$ cat src/rtl/fft_pkg.sv
// Shared FFT front-end definitions: default frame geometry and loader states.
package fft_pkg;

  localparam int unsigned DEF_NUM_SAMPLES = 512;
  localparam int unsigned DEF_SAMP_W      = 16;
  localparam int unsigned DEF_ADDR_W      = 64;

  typedef enum logic [2:0] {
    IDLE,
    ISSUE,
    DRAIN,
    DONE,
    ERR
  } loader_state_t;

endpackage

$ cat src/rtl/flex_counter.sv
// Generic up-counter with synchronous clear and programmable rollover value.
module flex_counter #(
  parameter int unsigned NUM_CNT_BITS = 4
) (
  input  logic                    clk,
  input  logic                    n_rst,
  input  logic                    clear,
  input  logic                    count_enable,
  input  logic [NUM_CNT_BITS-1:0] rollover_val,
  output logic [NUM_CNT_BITS-1:0] count_out,
  output logic                    rollover_flag
);

  logic [NUM_CNT_BITS-1:0] count_nxt;

  // Next count: clear wins, otherwise wrap to zero after rollover_val.
  always_comb begin
    count_nxt = count_out;
    if (clear) begin
      count_nxt = '0;
    end else if (count_enable) begin
      if (count_out == rollover_val) begin
        count_nxt = '0;
      end else begin
        count_nxt = count_out + NUM_CNT_BITS'(1);
      end
    end
  end

  // Count register; flag is registered so it tracks count_out exactly.
  always_ff @(posedge clk) begin
    if (!n_rst) begin
      count_out     <= '0;
      rollover_flag <= 1'b0;
    end else begin
      count_out     <= count_nxt;
      rollover_flag <= (count_nxt == rollover_val);
    end
  end

endmodule

$ cat src/rtl/avalon_sample_loader.sv
// Avalon-MM pipelined read master loading one frame of samples into the FFT
// input buffer. Optional watchdog/ERR state enabled by macro LOAD_TIMEOUT_EN.
module avalon_sample_loader
  import fft_pkg::*;
#(
  parameter int unsigned NUM_SAMPLES = DEF_NUM_SAMPLES,
  parameter int unsigned SAMP_W      = DEF_SAMP_W,
  parameter int unsigned ADDR_W      = DEF_ADDR_W,
  parameter int unsigned MAX_PENDING = 4,
  localparam int unsigned IDX_W      = $clog2(NUM_SAMPLES)
) (
  input  logic              clk,
  input  logic              n_rst,
  input  logic              start,
  input  logic [ADDR_W-1:0] base_addr,
  output logic              rEn,
  output logic [ADDR_W-1:0] address,
  input  logic              waitrequest,
  input  logic [SAMP_W-1:0] rData,
  input  logic              readdatavalid,
  output logic              buf_wEn,
  output logic [IDX_W-1:0]  buf_addr,
  output logic [SAMP_W-1:0] buf_wData,
  output logic              busy,
  output logic              load_done,
  output logic              err
);

  localparam logic [IDX_W:0]   FRAME_LEN = (IDX_W+1)'(NUM_SAMPLES);
  localparam logic [IDX_W:0]   PEND_MAX  = (IDX_W+1)'(MAX_PENDING);
  localparam logic [IDX_W-1:0] LAST_IDX  = IDX_W'(NUM_SAMPLES - 1);

  loader_state_t     state;
  logic [IDX_W:0]    issue_cnt;
  logic [IDX_W:0]    issue_nxt;
  logic [IDX_W:0]    ret_cnt;
  logic [IDX_W:0]    ret_nxt;
  logic [IDX_W:0]    pend_nxt;
  logic [IDX_W-1:0]  ret_low;
  logic              ret_wrap;
  logic              ret_full;
  logic [ADDR_W-1:0] cur_addr;
  logic              start_acc;
  logic              in_xfer;
  logic              accept;
  logic              ret_ok;

  // Transfer qualifiers and next-cycle counter views used for rEn lookahead.
  assign start_acc = (state == IDLE) && start;
  assign in_xfer   = (state == ISSUE) || (state == DRAIN);
  assign accept    = rEn && !waitrequest;
  assign ret_ok    = readdatavalid && in_xfer && !ret_full;
  assign ret_cnt   = {ret_full, ret_low};
  assign issue_nxt = issue_cnt + (IDX_W+1)'(accept);
  assign ret_nxt   = ret_cnt + (IDX_W+1)'(ret_ok);
  assign pend_nxt  = issue_nxt - ret_nxt;
  assign address   = cur_addr;

  // Return counter: low bits wrap after the last index, ret_full supplies the MSB.
  flex_counter #(
    .NUM_CNT_BITS(IDX_W)
  ) u_ret_cnt (
    .clk          (clk),
    .n_rst        (n_rst),
    .clear        (start_acc),
    .count_enable (ret_ok),
    .rollover_val (LAST_IDX),
    .count_out    (ret_low),
    .rollover_flag(ret_wrap)
  );

`ifdef LOAD_TIMEOUT_EN
  localparam logic [9:0] WD_LAST = 10'd1022;

  logic [IDX_W:0] pend;
  logic [9:0]     wd_cnt;
  logic           stall;
  logic           progress;
  logic           wd_trip;

  assign pend     = issue_cnt - ret_cnt;
  assign stall    = ((pend != '0) && !readdatavalid) || (rEn && waitrequest);
  assign progress = accept || ret_ok;
  assign wd_trip  = in_xfer && !progress && stall && (wd_cnt == WD_LAST);

  // Watchdog: counts stalled cycles, trips on the 1023rd consecutive one.
  always_ff @(posedge clk) begin
    if (!n_rst) begin
      wd_cnt <= '0;
      err    <= 1'b0;
    end else begin
      err <= wd_trip;
      if (!in_xfer || progress) begin
        wd_cnt <= '0;
      end else if (stall) begin
        wd_cnt <= wd_cnt + 10'd1;
      end
    end
  end
`else
  assign err = 1'b0;
`endif

  // Loader FSM with registered Avalon and buffer-side outputs.
  always_ff @(posedge clk) begin
    if (!n_rst) begin
      state     <= IDLE;
      issue_cnt <= '0;
      ret_full  <= 1'b0;
      cur_addr  <= '0;
      rEn       <= 1'b0;
      buf_wEn   <= 1'b0;
      buf_addr  <= '0;
      buf_wData <= '0;
      busy      <= 1'b0;
      load_done <= 1'b0;
    end else begin
      buf_wEn   <= ret_ok;
      load_done <= 1'b0;
      if (ret_ok) begin
        buf_wData <= rData;
        buf_addr  <= ret_low;
      end
      if (ret_ok && ret_wrap) begin
        ret_full <= 1'b1;
      end
      case (state)
        IDLE: begin
          if (start) begin
            state     <= ISSUE;
            busy      <= 1'b1;
            issue_cnt <= '0;
            ret_full  <= 1'b0;
            cur_addr  <= {base_addr[ADDR_W-1:1], 1'b0};
            rEn       <= 1'b1;
          end
        end
        ISSUE: begin
          issue_cnt <= issue_nxt;
          if (accept) begin
            cur_addr <= cur_addr + ADDR_W'(2);
          end
          if (issue_nxt == FRAME_LEN) begin
            state <= DRAIN;
            rEn   <= 1'b0;
          end else begin
            rEn <= (pend_nxt < PEND_MAX);
          end
        end
        DRAIN: begin
          rEn <= 1'b0;
          if (ret_full) begin
            state     <= DONE;
            load_done <= 1'b1;
          end
        end
        DONE: begin
          state <= IDLE;
          busy  <= 1'b0;
        end
        ERR: begin
          state <= IDLE;
          busy  <= 1'b0;
        end
        default: begin
          state <= IDLE;
          busy  <= 1'b0;
          rEn   <= 1'b0;
        end
      endcase
`ifdef LOAD_TIMEOUT_EN
      if (wd_trip) begin
        state <= ERR;
        rEn   <= 1'b0;
      end
`endif
    end
  end

endmodule

$ cat config.mk
export PLATFORM = sky130hd
export DESIGN_NAME = avalon_sample_loader
export DESIGN_NICKNAME = d
export VERILOG_FILES = /design/src/rtl/fft_pkg.sv /design/src/rtl/flex_counter.sv /design/src/rtl/avalon_sample_loader.sv
export SDC_FILE = /design/constraint.sdc
export NUM_CORES = 1
export LEC_CHECK = 0
export BUFFER_PORTS_ARGS = -buffer_cell sky130_fd_sc_hd__buf_4
export CAP_MARGIN = 20
export CORE_MARGIN = 4
export CORE_UTILIZATION = 40
export DETAILED_ROUTE_END_ITERATION = 6
export MAX_ROUTING_LAYER = met4
export PLACE_DENSITY = 0.73
export SETUP_SLACK_MARGIN = 0.2
export SLEW_MARGIN = 10
export SYNTH_ARGS = -nofsm -noshare
export SYNTH_HDL_FRONTEND = slang
export SYNTH_HIERARCHICAL = 1
export SYNTH_SLANG_ARGS = --single-unit
$ cat constraint.sdc
create_clock -name clk -period 3.55 [get_ports clk]
set_clock_uncertainty 0.05 [all_clocks]
set_input_delay 0.71 -clock clk [delete_from_list [all_inputs] [get_ports clk]]
set_output_delay 0.71 -clock clk [all_outputs]
set_load 0.05 [all_outputs]
### Word level (Yosys, flattened, before mapping)

Cells that the tools add are included.

| cells by class | value |
|---|---|
| bitwise gates (word level) | 2 |
| $add $sub $neg | 5 |
| reductions and logical operators | 18 |
| muxes and demuxes | 20 |
| order comparisons | 1 |
| equality and inequality tests | 11 |

Operators with widths:

| kind | count |
|---|---|
| $mux W64 | 2 |
| $pmux W64 S2 | 1 |
| $add A64 B2 Y64 const B | 1 |
| $mux W9 | 3 |
| $add A10 B1 Y10 | 2 |
| $pmux W10 S2 | 1 |
| $eq A9 B9 Y1 const B | 2 |
| $eq A10 B10 Y1 const B | 1 |
| $lt A10 B3 Y1 const B | 1 |
| $mux W10 | 1 |
| $sub A10 B10 Y10 | 1 |
| $add A9 B1 Y9 const B | 1 |
| $mux W3 | 3 |
| $pmux W3 S3 | 1 |
| $reduce_and A2 Y1 | 4 |
| $eq A3 B2 Y1 const B | 2 |
| $mux W1 | 6 |
| $ne A2 B2 Y1 const B | 3 |
| $reduce_and A3 Y1 | 2 |
| $logic_and A1 B1 Y1 | 5 |
| $reduce_or A2 Y1 | 2 |
| $eq A3 B1 Y1 const B | 1 |
| $eq A3 B3 Y1 const B | 1 |
| $logic_not A3 Y1 | 1 |
| 7 further kinds | 9 |

| storage, ports and cells | value |
|---|---|
| output and inout bits | 94 |
| flip-flop bits (word level) | 117 |
| input bits | 85 |

### Depth between registers and ports, before layout

| depth | value |
|---|---|
| depth after elaboration | 9 |
| gate-level depth with buffers | 16 |

### By module

Netlist, hierarchy kept.

By module, submodules not included:

| module | area each (um^2) | cells each | instances |
|---|---|---|---|
| avalon_sample_loader | 6597.6 | 901 | 1 |
| flex_counter | 859.6 | 97 | 1 |

### Worst setup path before layout

OpenSTA, ideal clock, no wires.

| timing | value |
|---|---|
| path kind | input to register |
| from | in waitrequest |
| to | reg rEn |
| stages on the path | 16 |
| path slack | 33 ps |
| arrival time | 3374 ps |
| required time | 3408 ps |
| cells stage by stage | nand2b_1 inv_1 ha_1 ha_1 clkbuf_1 nand3_1 nor3_1 xor2_1 inv_1 ha_1 inv_1 ha_1 xor3_1 nor2_1 mux2i_1 o32ai_1 |

| between the ends | value |
|---|---|
| cells in the longest elaborated chain, start to end | 7 |
| elaborated cells between the ends (all ways) | 8 |
| classes of those cells | add/sub (2); order compare (1); eq/ne (1); mux (2); reduce/logical (2) |

RTL lines:

| element | line | text |
|---|---|---|
| from (decl) | avalon_sample_loader.sv:18 | `input logic waitrequest,` |
| $logic_not A1 Y1 (*) | avalon_sample_loader.sv:51 | `assign accept = rEn && !waitrequest;` |
| $logic_and A1 B1 Y1 (*) | avalon_sample_loader.sv:51 |  |
| $add A10 B1 Y10 (*) | avalon_sample_loader.sv:54 | `assign issue_nxt = issue_cnt + (IDX_W+1)'(accept);` |
| $sub A10 B10 Y10 | avalon_sample_loader.sv:56 | `assign pend_nxt = issue_nxt - ret_nxt;` |
| $lt A10 B3 Y1 | avalon_sample_loader.sv:147 | `rEn <= (pend_nxt < PEND_MAX);` |
| $mux W1 (*) | avalon_sample_loader.sv:143 | `if (issue_nxt == FRAME_LEN) begin` |
| $pmux W1 S3 (*) | avalon_sample_loader.sv:127 | `case (state)` |
| to (signal assigned) | avalon_sample_loader.sv:147 |  |
| to (decl) | avalon_sample_loader.sv:16 | `output logic rEn,` |

Every way passes the cells marked *; elsewhere a longest branch is shown, timed or not.
A chain may end at the register's enable or synchronous reset.

### Final worst setup path

Ends and elaborated chain as after synthesis.

==> flow_summary.yaml <==
layout:
  seqCellArea_mm2: 0.00230
  syn_to_final_growth_pct: 29.8
  final_nets: 1283
  fill_cells: 1731
  drive_gt1_frac: 0.221
  multi_input_area_mm2: 0.00491
  n_antenna_cell: 0
clock_tree:
  path_clk_slew_ps: 50
  cts_buffers: 17
  cts_sinks: 115
  hold_buffers: 0
  post_cts_resized: 0
  htreeDepth: 4
  cts.path.max_buffers: 2
  clock_latency_ps: 430
  cts_root_buf: "clkbuf_16"
  cts_tree: "done"
  cts_setup_buffers: 0
min_path:
  hp-start: "buf_wData[11]"
  hold_path.class: "flop to flop"
  holdPathStages: 2
  min_to: "buf_wData[11]"
synth:
  synth-compound-area-share: 0.233
  ys_types: 80
  async_flop_share: 0
  synth_warnings: 6
  ys_seq_elements: 115
  synth_top_family_by_area: "simple AND/OR/NAND/NOR gates"
  synth-edff-count: 0
  syn_avg_cell_area_um2: 7.47
  synthMuxAreaShare: 0.0218
  synth_area_mm2: 0.00746
  yosysSeqAreaShare: 0.309
  synthXorXnorAreaFrac: 0.0523
  yosys.area_share.simple: 0.296
  yosys.area_share.adder: 0.0302
  synthCells: 998
  synth_ff_type: "dfxtp_1"
sta:
  period_minus_slack_ps: 3100
  final.period_utilization: 0.874
  final_max_slew_viol_count: 0
  fin_setup_tns_ps: 0
  clock.fmax_mhz: 322
  setup_viol: 0
  tightest_slew_ps: 901
  rsz0062_at_grt: "no"
  slew_headroom: 0.397
  hold_viol: 0
  whs_ps: 405
drt:
  drtAntennaViolNets: 0
  wl_mm: 24.4
  dr.pass1.iters: 5
  drtIter0Drc: 604
  drc: 0
  avgRoutedWirePerCell_um: 17.1
  via_per_inst: 5.77
  via_count: 8195
floorplanning:
  fp.dieArea_mm2: 0.0209
  coreArea_mm2: 0.0181
  num_rows: 49
  die_h_um: 145
  initial_utilization: 0.411
  die_w_um: 145
  ios: 179
setup_path:
  cpLargestDelayFamily: "adder cells"
  reg2reg_from: "rEn"
  reg2reg_depth: 16
  required_ps: 3830
  cp_common_cell: "ha_1"
  worst-path-max-fanout: 5
  crit_arrival_ps: 3380
  end_kind: "flop"
  path_class: "input port to flop"
  r2r-end: "rEn"
  crit_buf_inv: 3
  cpPeakStageDelay_ps: 250
  crit_chain: "buf_4, nand2b_1, inv_1, ha_1, ha_1, nand3_4, buf_4, nor2_1, xnor2_1, xnor2_1, ha_1, nor2_1, nand3_1, a21oi_1, o21bai_1, mux2i_1, o32ai_1"
  critPathSlowestCell: "xnor2_1"
  critPathLaunchType: "input port"
  ff2ff_setup_slack_ps: 490
power:
  ir_worst_vdd_uv: 391
  total_power_mw: 7.37
  p_leak_nw: 3.89
  cellPowerDensity_mw_per_mm2: 762
global_routing:
  track_usage: 0.236
  antenna_found_initial: 0
  grt_max_degree: 46
  grt_pass1_vias: 7571
  overflow: 0
  grt_pass1_wl_mm: 38.6
place:
  port_buffers: 175
  gp_congestion: 0.900
  dp_hpwl_mm: 17.5
flow_run:
  drv_cap: 0
run_status:
  outcome: "finished clean"
## per-stage QoR
step | std cells | cell area (µm²) | setup WS, ps | util
floorplan | 1034 | 7610 | 222 | -
global placement | 1390 | 9110 | 132 | 0.502
detailed placement | 1390 | 9110 | 21.0 | 0.502
CTS | 1421 | 9680 | 456 | 0.533
global route | 1421 | 9680 | 226 | 0.533
finish | 1421 | 9680 | 448 | 0.533
## worst max path at each step
| stage | start | end | slack [ps] | cells past startpoint |
|---|---|---|---|---|
| 2_1_floorplan | waitrequest | rEn | 220 | 16 |
| 3_3_place_gp | waitrequest | rEn | 130 | 17 |
| 5_1_grt | rEn | rEn | 230 | 16 |
| 3_5_place_dp | waitrequest | rEn | 20 | 17 |
| 6_report | waitrequest | rEn | 450 | 17 |
| 4_1_cts | waitrequest | rEn | 460 | 17 |
## cells in the mapped netlist (3+ instances only)
cell,n,area [µm²]
nand2_1,154,578
dfxtp_1,115,2300
a21oi_1,114,571
nor2_1,62,233
clkbuf_1,46,173
nand3_1,46,230
nor3_1,42,210
o21ai_0,39,195
inv_1,28,105
nand4_1,26,163
xnor2_1,26,228
and3_1,25,156
o22ai_1,20,125
a31oi_1,18,113
ha_1,18,225
and2_1,16,100
mux2i_1,14,140
a211oi_1,11,82.6
buf_1,10,37.5
a21o_1,8,60.1
and4_1,8,70.1
nor2b_1,8,50.1
a22oi_1,7,52.6
buf_2,7,35.0
xor2_1,7,61.3
nand4_2,6,75.1
o211ai_1,6,45.0
o221a_2,6,67.6
o32ai_1,6,52.6
or3_1,6,37.5
buf_4,5,37.5
nor4_1,5,31.3
o21a_1,5,37.5
o31ai_1,5,37.5
a32oi_1,4,35.0
or2_2,4,25.0
a41oi_1,3,26.3
nand2b_1,3,18.8
or4_1,3,22.5
## sequential cells by signal, summed over array words and instances (netlist names)
| name | cells |
|---|---|
| buf_wEn | 1 |
| ret_full | 1 |
| address | 63 |
| busy | 1 |
| buf_wData | 16 |
| state | 2 |
| u_ret_cnt/rollover_flag | 1 |
| rEn | 1 |
| issue_cnt | 10 |
| load_done | 1 |
| u_ret_cnt/count_out | 9 |
| buf_addr | 9 |
## worst register-to-register path, cell delays in order (launching register included)
cell and delay, ps:
dfxtp_1 340, nand2b_1 110, inv_1 50, ha_1 200, ha_1 230, nand3_4 100
buf_4 140, nor2_1 50, xnor2_1 370, xnor2_1 140, ha_1 230, nor2_1 160
nand3_1 90, a21oi_1 190, o21bai_1 120, mux2i_1 140, o32ai_1 250
## final cells by class
cell class | instances | area share
Inverter | 30 | 0.0116
Tap cell | 229 | 0.0296
Clock buffer | 27 | 0.0540
Clock inverter | 4 | 0.00465
Multi-Input combinational cell | 818 | 0.507
Timing Repair Buffer | 198 | 0.155
Sequential cell | 115 | 0.238
## placed cells by master (no fill, tap or decap), types with 11 or more instances in the layout
master | synthesis | routed
buf_4 | 5 | 197
nand2_1 | 154 | 154
dfxtp_1 | 115 | 115
a21oi_1 | 114 | 113
nor2_1 | 62 | 62
nand3_1 | 46 | 45
nor3_1 | 42 | 41
o21ai_0 | 39 | 39
conb_1 | 2 | 38
inv_1 | 28 | 27
xnor2_1 | 26 | 26
nand4_1 | 26 | 26
and3_1 | 25 | 25
o22ai_1 | 20 | 20
a31oi_1 | 18 | 18
ha_1 | 18 | 17
clkbuf_16 | 0 | 17
and2_1 | 16 | 16
mux2i_1 | 14 | 14
a211oi_1 | 11 | 11
## power breakdown
group          leakage, nW  internal, mW  switching [mW]  total (mW)
Sequential           0.939          1.61           0.449        2.06
Clock                0.283          1.07           0.608        1.67
Combinational         2.67          1.16            2.48        3.64
## per-layer routing
metal / vias to the layer above / global-route usage / routed length, µm
met5: - / - / 0
met1: 3795 / 0.310 / 10600
li1: 3959 / - / -
met3: 38 / 0.0433 / 2050
met2: 403 / 0.365 / 11200
met4: 0 / 0.0810 / 466
## cell families after synthesis
kind of cell | after synthesis
other | 2
DFF | 115
muxes | 16
xor gates and xnor gates | 38
and+or+nand+nor | 431
buffers and inverters | 101
adders and majority gates | 18
AOI/OAI and AO/OA | 277
Power figures use the tool's default switching activity.
